File: src/rtl/priority_mux_6to1.sv
// Registered 6-input priority multiplexer.
// The highest set bit of sel picks one of d1..d5. d0 is the default when sel is zero.
// Result, index and valid flag appear one cycle after the input is accepted.
module priority_mux_6to1 #(
    parameter int WIDTH = 8
) (
    input  logic             clk,
    input  logic             rst,
    input  logic             in_valid,
    input  logic [WIDTH-1:0] d0,
    input  logic [WIDTH-1:0] d1,
    input  logic [WIDTH-1:0] d2,
    input  logic [WIDTH-1:0] d3,
    input  logic [WIDTH-1:0] d4,
    input  logic [WIDTH-1:0] d5,
    input  logic [4:0]       sel,
    output logic [WIDTH-1:0] d_out,
    output logic [2:0]       sel_idx,
    output logic             out_valid
);

    // Single register stage. The valid bit travels down vld_pipe alongside the data.
    localparam int STAGES = 1;

    logic [WIDTH-1:0]  mux_data;
    logic [2:0]        mux_idx;
    logic [STAGES:0]   vld_pipe;

    assign vld_pipe[0] = in_valid;

    // Priority resolution: sel[4] is the strongest bit. Lower bits are ignored once a higher bit wins.
    // Only the chosen input reaches mux_data, so unselected inputs cannot leak X.
    always_comb begin
        mux_data = d0;
        mux_idx  = 3'd0;
        if (sel[4]) begin
            mux_data = d5;
            mux_idx  = 3'd5;
        end else if (sel[3]) begin
            mux_data = d4;
            mux_idx  = 3'd4;
        end else if (sel[2]) begin
            mux_data = d3;
            mux_idx  = 3'd3;
        end else if (sel[1]) begin
            mux_data = d2;
            mux_idx  = 3'd2;
        end else if (sel[0]) begin
            mux_data = d1;
            mux_idx  = 3'd1;
        end
    end

    // Valid shift register. Reset drops any input accepted on the same edge.
    always_ff @(posedge clk) begin
        if (rst) begin
            vld_pipe[STAGES:1] <= '0;
        end else begin
            vld_pipe[STAGES:1] <= vld_pipe[STAGES-1:0];
        end
    end

    // Output data and index. Load on an accepted input, otherwise hold the previous result.
    always_ff @(posedge clk) begin
        if (rst) begin
            d_out   <= '0;
            sel_idx <= 3'd0;
        end else if (in_valid) begin
            d_out   <= mux_data;
            sel_idx <= mux_idx;
        end
    end

    assign out_valid = vld_pipe[STAGES];

endmodule

File: config.mk
export PLATFORM = sky130hd
export DESIGN_NAME = priority_mux_6to1
export DESIGN_NICKNAME = d
export VERILOG_FILES = /design/src/rtl/priority_mux_6to1.sv
export SDC_FILE = /design/constraint.sdc
export NUM_CORES = 1
export LEC_CHECK = 0
export CORE_UTILIZATION = 28
export CTS_CLUSTER_DIAMETER = 60
export CTS_CLUSTER_SIZE = 8
export DETAILED_ROUTE_END_ITERATION = 12
export MAX_ROUTING_LAYER = met4
export PLACE_DENSITY = 0.76
export SYNTH_ARGS = -nofsm -noshare
export SYNTH_HDL_FRONTEND = slang
export SYNTH_SLANG_ARGS = --single-unit
File: constraint.sdc
create_clock -name clk -period 1.1 [get_ports clk]
set_input_delay 0.165 -clock clk [delete_from_list [all_inputs] [get_ports clk]]
set_output_delay 0.165 -clock clk [all_outputs]
set_load 0.1 [all_outputs]
==> results.tsv <==
stage	metric	value	unit
yosys	flops & latches, synth	12	
timing	max-slew violation count	0	
timing	endpoints failing hold	0	
yosys	Seq/Total Area, Yosys	30.7	%
yosys	synthesized instance count	92	
yosys	Synth Area per Inst	8.50	sq um
power_and_ir_drop	Switching Power	620	uW
drt	Vias/cell	5.49	
global_route	number of global-route vias before repair	1057	
drt	DRT antenna net count	0	
worst_setup_path	crit path max fanout	1	
placement	IO Port Bufs	67	
worst_setup_path	Critical Path Start Type	input pin	
yosys	synth warn	0	
yosys	Yosys top cell by area	dfxtp_1	
floorplanning	core region area	2570	sq um
yosys	cell with the most instances after synthesis	dfxtp_1	
drt	Final Routed Wirelength	3300	um
timing	worst rel slew slack	72.5	%
layout	NumNets Final	233	
layout	Fillers	202	
drt	Starting DRT DRC Count	44	
global_route	initial antenna violation count	0	
yosys	ys flop type	dfxtp_1	
clocking	Skew-Pair Late Insertion Delay	0.27	ns
power_and_ir_drop	total power	1720	uW
yosys	top-area cell type share of the netlist area	30.7	%
layout	n_diodes	0	
power_and_ir_drop	logic gate share of total power	49.1	%
floorplanning	Chip Width	54.8	um
job	maxcap violations	0	
global_route	GRT Util Overall	23.3	%
drt	Remaining DRCs	0	
clocking	clk sink count	12	
clocking	CTS buffer count	3	
timing	Fmax	0.920	GHz
global_route	first-pass GRT wire length	4660	um
layout	multi-input logic area	559	sq um
yosys	top post-synthesis cells by area	dfxtp_1 (31%), o221ai_1 (7.8%), mux2_4 (7.7%)	
clocking	Longest Clk Path Bufs	2	
clocking	hold_buf cts	0	
drt	Routed wire per std cell	16.0	um
power_and_ir_drop	clock network fraction of total power	21.1	%
clocking	htree depth	1	
power_and_ir_drop	Net Sw Frac	36.1	%
clocking	CTS tree	done	
placement	Detail Placement HPWL	2620	um
power_and_ir_drop	register share of total power	29.7	%
timing	Fin Clk Skew	0	ns
worst_setup_path	Data required, critical path	1.24	ns
power_and_ir_drop	Max rail drop VDD	670	uV
worst_setup_path	worst path arrival time	1.23	ns
timing	minimum clock period	1.09	ns
worst_hold_path	worst hold-check path type	input pin to register	
placement	GP Congestion	0.800	
drt	DR pass1 iterations	6	
worst_setup_path	slack of the worst reg-to-reg path	0.28	ns
worst_setup_path	WS Path Type	input pin to register	
timing	final setup fails	0	
yosys	Mapped Area	782	sq um
layout	Design Area, Final	1850	sq um
floorplanning	starting density of the core	30.5	%
timing	worst slew pin tran	0.412	ns
clocking	Clock transition at path regs	0.08	ns
layout	Synth-to-Final Area Change	136	%
clocking	clock root buffer	clkbuf_4	
yosys	post-synth net total	148	
power_and_ir_drop	Pint	1100	uW
power_and_ir_drop	cell area power density	930	nW/um^2
timing	RSZ-0062 raised after global routing	false	
floorplanning	die area	3010	sq um
layout	layout cells sized above 1	35.2	%
yosys	Synth cell types	25	
power_and_ir_drop	Static Leak	0.000803	uW
placement	Placed Area	1720	sq um
worst_hold_path	hold path cells	3	
floorplanning	Row Count	18	
worst_setup_path	reg2reg path depth	3	
status	outcome	completed	
worst_setup_path	crit end category	register	
layout	FF+latch area	254	sq um
yosys	most instantiated cells after synthesis	dfxtp_1 (12), o21ai_0 (10), nand2_1 (9)	
global_route	largest net degree at the start of global routing	11	
floorplanning	die height	54.8	um
floorplanning	I/O pin cnt	68	
global_route	total gr overflow	0	
yosys	async set-or-reset flop fraction in the synthesized netlist	0	%
timing	Period Utilization, post-route	98.8	%
drt	DR vias	1130	
yosys	Post-synth EDFFs	0	
[registers in the layout, summed over array words and instances (netlist names)]
name       flops
sel_idx        3
d_out          8
out_valid      1
[final cells by class]
class / instances / share of cell area (%)
sequential: 12 / 13.8
timing repair buffer: 85 / 51.4
tap: 30 / 2.03
clock buffer: 4 / 1.96
inverter: 3 / 0.610
multi-input combinational: 72 / 30.3
[cells in the final DEF (no fill, tap or decap), types with 5 or more instances in the layout]
| cell | instances |
|---|---|
| buf_4 | 15 |
| buf_12 | 13 |
| dlygate4sd2_1 | 11 |
| clkdlybuf4s50_1 | 36 |
| mux2_4 | 6 |
| a222oi_1 | 5 |
| o21ai_0 | 5 |
| nand2_1 | 9 |
| dlymetal6s2s_1 | 6 |
| dfxtp_2 | 11 |
| a21oi_1 | 5 |
| o221ai_1 | 7 |
| o21ai_1 | 5 |
| nor2_1 | 6 |
[worst paths after layout]
path,start,to
max,d1[6],d_out[6]$_SDFFE_PP0P_
min,in_valid,out_valid$_SDFF_PP0_
max reg2reg,d_out[7]$_SDFFE_PP0P_,d_out[7]$_SDFFE_PP0P_
min reg2reg,sel_idx[2]$_SDFFE_PP0P_,sel_idx[2]$_SDFFE_PP0P_
[power groups by stage]
stage	registers [uW]	clock network, uW	logic, uW
6_report	511	363	844
5_1_grt	513	385	878
4_1_cts	511	364	828
3_5_place_dp	519	0	815
3_3_place_gp	519	0	800
2_1_floorplan	737	0	159
[worst max-delay path: stages]
cell,delay [ns]
dlygate4sd2_1,0.25
mux2_4,0.27
a222oi_1,0.37
o221ai_1,0.18
[stage by stage]
step	hold WS (ns)	util (%)	instances	worst slack, ns	TNS, ns
3_5_place_dp	0.487	67.1	200	-0.700	-5.59
6_report	0.236	71.9	206	0.0131	0
4_1_cts	0.505	70.5	207	-0.00918	-0.0103
2_1_floorplan	0.230	-	92	0.00353	0
3_3_place_gp	0.471	67.1	200	-0.651	-5.15
5_1_grt	0.253	71.9	206	0.0239	0
[metal layers]
metal	GRT usage (%)	up-vias	part of all wire, %
li1	-	536	-
met1	23.3	512	36
met4	8.97	0	1.9
met2	43.0	74	53
met5	-	-	0
met3	5.28	8	8.8
[kinds of logic after synthesis]
| kind of cell | Yosys count | synth area share [%] |
|---|---|---|
| compound gates | 39 | 35.5 |
| buf+inv | 8 | 5.12 |
| flops | 12 | 30.7 |
| mux | 9 | 14.7 |
| simple gates | 24 | 13.9 |
[what timing repair did]
item	in CTS	in global routing
gates resized for setup	27	17
setup buffers	3	0
endpoints found under the setup margin	9	8
pin swaps	10	8
Power figures use the tool's default switching activity.
